### src/rtl/counter_pkg.sv
// counter_pkg: shared counter width, verdict encoding and up/down step classifier
package counter_pkg;

    localparam int CNT_W = 4;

    typedef enum logic [1:0] {V_INCR, V_DECR, V_ERROR} verdict_t;

    // incr wins over decr; 15->0 and 0->15 are deliberately treated as errors
    function automatic verdict_t step_verdict(input logic [CNT_W-1:0] prev, input logic [CNT_W-1:0] d);
        if (prev != '1 && d == CNT_W'(prev + 1'b1)) return V_INCR;
        if (prev != '0 && d == CNT_W'(prev - 1'b1)) return V_DECR;
        return V_ERROR;
    endfunction

endpackage

### src/rtl/rr_arbiter.sv
// rr_arbiter: combinational round-robin pick, searching upward from ptr with wrap
module rr_arbiter #(
    parameter int N  = 4,
    parameter int PW = $clog2(N)
) (
    input  logic [N-1:0]  i_req,
    input  logic [PW-1:0] i_ptr,
    output logic [N-1:0]  o_grant,
    output logic [PW-1:0] o_idx
);

    logic w_found;

    // first requester at or after the pointer wins
    always_comb begin
        o_grant = '0;
        o_idx   = '0;
        w_found = 1'b0;
        for (int k = 0; k < N; k++) begin
            if (!w_found && i_req[(int'(i_ptr) + k) % N]) begin
                w_found                          = 1'b1;
                o_grant[(int'(i_ptr) + k) % N]   = 1'b1;
                o_idx                            = PW'((int'(i_ptr) + k) % N);
            end
        end
    end

endmodule

### src/rtl/counter_stream_sched.sv
// counter_stream_sched: round-robin shared step checker for several 4-bit counter streams
module counter_stream_sched
    import counter_pkg::*;
#(
    parameter int NUM_CH    = 4,
    parameter int ERR_LIMIT = 3
) (
    input  logic                    clk,
    input  logic                    reset,
    input  logic [NUM_CH-1:0]       req_valid,
    input  logic [CNT_W*NUM_CH-1:0] req_data,
    output logic [NUM_CH-1:0]       req_ready,
    input  logic [NUM_CH-1:0]       clear_ch,
    output logic                    out_valid,
    input  logic                    out_ready,
    output logic [2:0]              out_ch,
    output logic                    out_incr,
    output logic                    out_decr,
    output logic                    out_error,
    output logic [NUM_CH-1:0]       locked
);

    localparam int PW = $clog2(NUM_CH);

    logic [CNT_W-1:0]  r_prev [NUM_CH];
    logic [CNT_W-1:0]  r_ecnt [NUM_CH];
    logic [NUM_CH-1:0] r_locked;
    logic [PW-1:0]     r_ptr;
    logic              r_out_valid;
    logic [2:0]        r_out_ch;
    logic              r_incr, r_decr, r_error;

    logic [NUM_CH-1:0] w_elig;
    logic [NUM_CH-1:0] w_grant;
    logic [PW-1:0]     w_idx;
    logic              w_stall;
    logic              w_xfer;
    logic [CNT_W-1:0]  w_d;
    logic [CNT_W-1:0]  w_ecnt_nx;
    verdict_t          w_verdict;

    assign w_elig    = req_valid & ~r_locked & ~clear_ch;
    assign w_stall   = r_out_valid & ~out_ready;
    assign w_xfer    = (|w_grant) & ~w_stall;
    assign w_d       = req_data[w_idx*CNT_W +: CNT_W];
    assign w_verdict = step_verdict(r_prev[w_idx], w_d);
    assign w_ecnt_nx = r_ecnt[w_idx] + 1'b1;

    // ready is suppressed while reset is held so nothing looks accepted during reset
    assign req_ready = w_grant & {NUM_CH{~w_stall & reset}};
    assign out_valid = r_out_valid;
    assign out_ch    = r_out_ch;
    assign out_incr  = r_incr;
    assign out_decr  = r_decr;
    assign out_error = r_error;
    assign locked    = r_locked;

    rr_arbiter #(.N(NUM_CH), .PW(PW)) u_arb (
        .i_req   (w_elig),
        .i_ptr   (r_ptr),
        .o_grant (w_grant),
        .o_idx   (w_idx)
    );

    // per-channel context: clear beats the (impossible) same-cycle transfer on that channel
    always_ff @(posedge clk or negedge reset) begin
        if (!reset) begin
            for (int i = 0; i < NUM_CH; i++) begin
                r_prev[i] <= '0;
                r_ecnt[i] <= '0;
            end
            r_locked <= '0;
        end else begin
            for (int i = 0; i < NUM_CH; i++) begin
                if (clear_ch[i]) begin
                    r_prev[i]   <= '0;
                    r_ecnt[i]   <= '0;
                    r_locked[i] <= 1'b0;
                end else if (w_xfer && w_idx == PW'(i)) begin
                    r_prev[i] <= w_d;
                    r_ecnt[i] <= (w_verdict == V_ERROR) ? w_ecnt_nx : '0;
                    if (w_verdict == V_ERROR && w_ecnt_nx == CNT_W'(ERR_LIMIT))
                        r_locked[i] <= 1'b1;
                end
            end
        end
    end

    // pointer moves past the served channel only when something transfers
    always_ff @(posedge clk or negedge reset) begin
        if (!reset)
            r_ptr <= '0;
        else if (w_xfer)
            r_ptr <= (w_idx == PW'(NUM_CH - 1)) ? '0 : w_idx + 1'b1;
    end

    // verdict register: load on transfer, hold on stall, drain when accepted
    always_ff @(posedge clk or negedge reset) begin
        if (!reset) begin
            r_out_valid <= 1'b0;
            r_out_ch    <= '0;
            r_incr      <= 1'b0;
            r_decr      <= 1'b0;
            r_error     <= 1'b0;
        end else if (w_xfer) begin
            r_out_valid <= 1'b1;
            r_out_ch    <= 3'(w_idx);
            r_incr      <= (w_verdict == V_INCR);
            r_decr      <= (w_verdict == V_DECR);
            r_error     <= (w_verdict == V_ERROR);
        end else if (out_ready) begin
            r_out_valid <= 1'b0;
        end
    end

endmodule
### config.mk
export PLATFORM = sky130hd
export DESIGN_NAME = counter_stream_sched
export DESIGN_NICKNAME = d
export VERILOG_FILES = /design/src/rtl/counter_pkg.sv /design/src/rtl/rr_arbiter.sv /design/src/rtl/counter_stream_sched.sv
export SDC_FILE = /design/constraint.sdc
export NUM_CORES = 1
export LEC_CHECK = 0
export ABC_AREA = 1
export CORE_MARGIN = 2
export CORE_UTILIZATION = 55
export CTS_BUF_LIST = sky130_fd_sc_hd__clkbuf_2
export CTS_CLUSTER_DIAMETER = 200
export DETAILED_ROUTE_END_ITERATION = 8
export PLACE_DENSITY = 0.79
export SYNTH_ARGS = -nofsm -noshare
export SYNTH_HDL_FRONTEND = slang
export SYNTH_HIERARCHICAL = 1
export SYNTH_SLANG_ARGS = --single-unit
export TNS_END_PERCENT = 10
### constraint.sdc
create_clock -name clk -period 3.7 [get_ports clk]
set_input_delay 0.74 -clock clk [delete_from_list [all_inputs] [get_ports clk]]
set_output_delay 0.74 -clock clk [all_outputs]
set_load 0.05 [all_outputs]
==> summary.txt <==
Worst path slowest cell = clkdlybuf4s50_1
count of different cell masters after synthesis = 30
worst slew margin relative to its limit = 62.8%
mapped cell area = 3250 um2
core region area = 5820 um2
layout cells sized above 1 = 17.1%
post-detail-place hpwl = 6.54 mm
outcome = complete, no violations
CTS tree = built
r2r endpoint = out_error$_DFFE_PN0P_
DP Area = 4080 um2
vias in the first global route = 3,198
Synth Instances = 481
class of the worst hold path = input pin to asynchronous set/reset pin
# DRC = 0
Root Buffer = clkbuf_2
Hold-fix buffers, CTS = 0
worst-case clock buffer depth = 2
Worst setup EP type = flop
first-pass GRT wire length = 14.8 mm
Synth async-reset ratio = 100%
Syn. warnings = 6
die footprint = 6550 um2
Crit path arrival time = 3.82 ns
Worst-path clk slew = 0.22 ns
routed len/inst = 13.5 um
largest net degree at the start of global routing = 45
Nets = 605
Final Hold Vio Count = 0
area leader, netlist = dfrtp_1
htree depth = 2
register area share after synthesis = 33.8%
Final Setup Violations = 0
Crit path largest cell delay = 0.44 ns
Syn Area/Cell = 6.76 um2
total track usage = 28.6%
CP required = 3.99 ns
ANT nets after route = 0
Via density = 5.34
CTS Buf Count = 5
commonest non-fill, non-tap cell in the layout = nand2_1
Post-synth EDFFs = 0
die height = 80.9 um
CP Cell Sequence = clkdlybuf4s50_1 -> nor3b_2 -> buf_4 -> nand2_1 -> nand3_1 -> nand2_1 -> o21ai_1 -> nor2_2 -> nor2_4 -> buf_4 -> nand2_1 -> nand3_1 -> nand2_1 -> ha_1 -> nand3_1 -> nand2_1 -> nand2_1 -> nor2_1 -> nand3_2 -> buf_12 -> nand3_1 -> nand2_1
register-to-register setup slack = 0.27 ns
Ant. Diodes = 0
most frequent cells in the layout = nand2_1, nand3_1, buf_4, dfrtp_1, inv_1
worst-margin pin slew = 0.558 ns
Post-Layout Inst Area = 4200 um2
max_cap viols = 0
# port buffers = 40
fmax = 284 MHz
worst-skew pair later-pin latency = 0.40 ns
clock sink count = 44
Routed WL = 8.68 mm
Site Rows = 28
top cells by area, synth = dfrtp_1, nand2_1, nand3_1
r2r startpoint = r_ptr[1]$_DFFE_PN0P_
Die W = 80.9 um
routed vias = 3,422
initial antenna violation count = 0
Routability Congestion = 0.915
layout overhead on the synthesized area = 29.2%
Ports = 42
max-slew violations = 0
Post-Syn Nets = 521
minimum clock period = 3.52 ns
DR pass1 iterations = 5
starting density of the core = 55.9%
register bit total from synthesis = 44
crit path max fanout = 22
Main synth FF type = dfrtp_1
Period Utilization, post-route = 95.2%
CP Launch Type = input pin
cell mode on critical path = nand2_1
fillers = 480
Detailed Route Iter0 Violations = 301
top cell type's share of synthesized area = 33.8%
R2R depth = 22
Clock Skew = 0.0241 ns
critical path type = input pin to flop
Congestion Overflow GR = 0
[final cells by class]
cell class | count | area (um2) | share of cell area (%)
inverter | 48 | 199 | 4.73
clock buffer | 6 | 30.0 | 0.715
timing repair buffer | 92 | 863 | 20.5
clock inverter | 2 | 35.0 | 0.834
multi-input combinational | 374 | 1880 | 44.7
tap | 75 | 93.8 | 2.23
sequential | 44 | 1100 | 26.2
[worst max-delay path, delay by kind of cell]
family                   cells  cell delay (ns)
AO/OA/AOI/OAI                1             0.17
adder cells (fa/ha/maj)      1             0.34
buffers and inverters        4             0.92
AND/OR/NAND/NOR             16             1.63
[kinds of logic (layout without fill, tap and decap cells)]
logic type / Yosys count / after routing / share of synthesized area, %
compound gates: 33 / 33 / 5.46
buf+inv: 63 / 148 / 9.62
xor+xnor: 1 / 1 / 0.269
other cells: 1 / 1 / 0.115
flops: 44 / 44 / 33.8
simple gates: 326 / 326 / 45.7
fa+ha+maj: 13 / 13 / 5.00
[stage by stage]
| stage | utilization (%) | setup TNS (ns) | instances | worst slack (ns) | hold WS [ns] |
|---|---|---|---|---|---|
| after floorplan | - | 0 | 481 | 0.242 | 0.444 |
| after global placement | 70.1 | -3.20 | 630 | -0.180 | 0.464 |
| after detailed placement | 70.1 | -7.16 | 630 | -0.309 | 0.466 |
| after CTS | 71.2 | 0 | 638 | 0.105 | 0.432 |
| after global routing | 72.2 | -0.0517 | 641 | -0.0243 | 0.449 |
| final | 72.2 | 0 | 641 | 0.176 | 0.441 |
[worst max path at each step]
stage,startpoint,end,slack (ns)
3_3_place_gp,req_valid[2],locked[0]$_DFFE_PN0P_,-0.18
2_1_floorplan,clear_ch[0],r_ecnt[11]$_DFFE_PN0P_,0.24
5_1_grt,clear_ch[2],out_error$_DFFE_PN0P_,-0.02
4_1_cts,req_valid[2],locked[2]$_DFFE_PN0P_,0.10
6_report,clear_ch[3],out_error$_DFFE_PN0P_,0.18
3_5_place_dp,req_valid[2],locked[0]$_DFFE_PN0P_,-0.31
[per-layer routing]
metal / GRT usage (%) / share of wire [%] / vias to the layer above
met4: 9.49 / 2.2 / 0
li1: - / - / 1713
met1: 37.9 / 44 / 1570
met2: 47.7 / 48 / 118
met5: 0 / 0 / -
met3: 4.89 / 5.1 / 21
[sequential cells by signal, indices dropped and copies added (netlist names)]
register,count
r_ecnt,16
r_prev,16
locked,4
out_ch,2
r_ptr,2
out_decr,1
out_error,1
out_incr,1
out_valid,1
[cells in the mapped netlist, types with 4 or more instances]
| library cell | n |
|---|---|
| ha_1 | 13 |
| nand2_2 | 5 |
| inv_2 | 4 |
| nand4_1 | 21 |
| nor3b_1 | 4 |
| o21ai_0 | 20 |
| nand3_1 | 60 |
| a21boi_0 | 4 |
| buf_2 | 4 |
| dfrtp_1 | 44 |
| buf_6 | 4 |
| buf_4 | 6 |
| nand2_1 | 203 |
| a21oi_1 | 5 |
| nor2_1 | 20 |
| inv_1 | 42 |
[what timing repair did]
action	4_1_cts	5_1_grt
endpoints found under the setup margin	0	29
resized for setup	0	11
buffers inserted	0	3
Power is not shown: default switching activity piles up to over one toggle a cycle in this logic, so the estimate is an artifact.
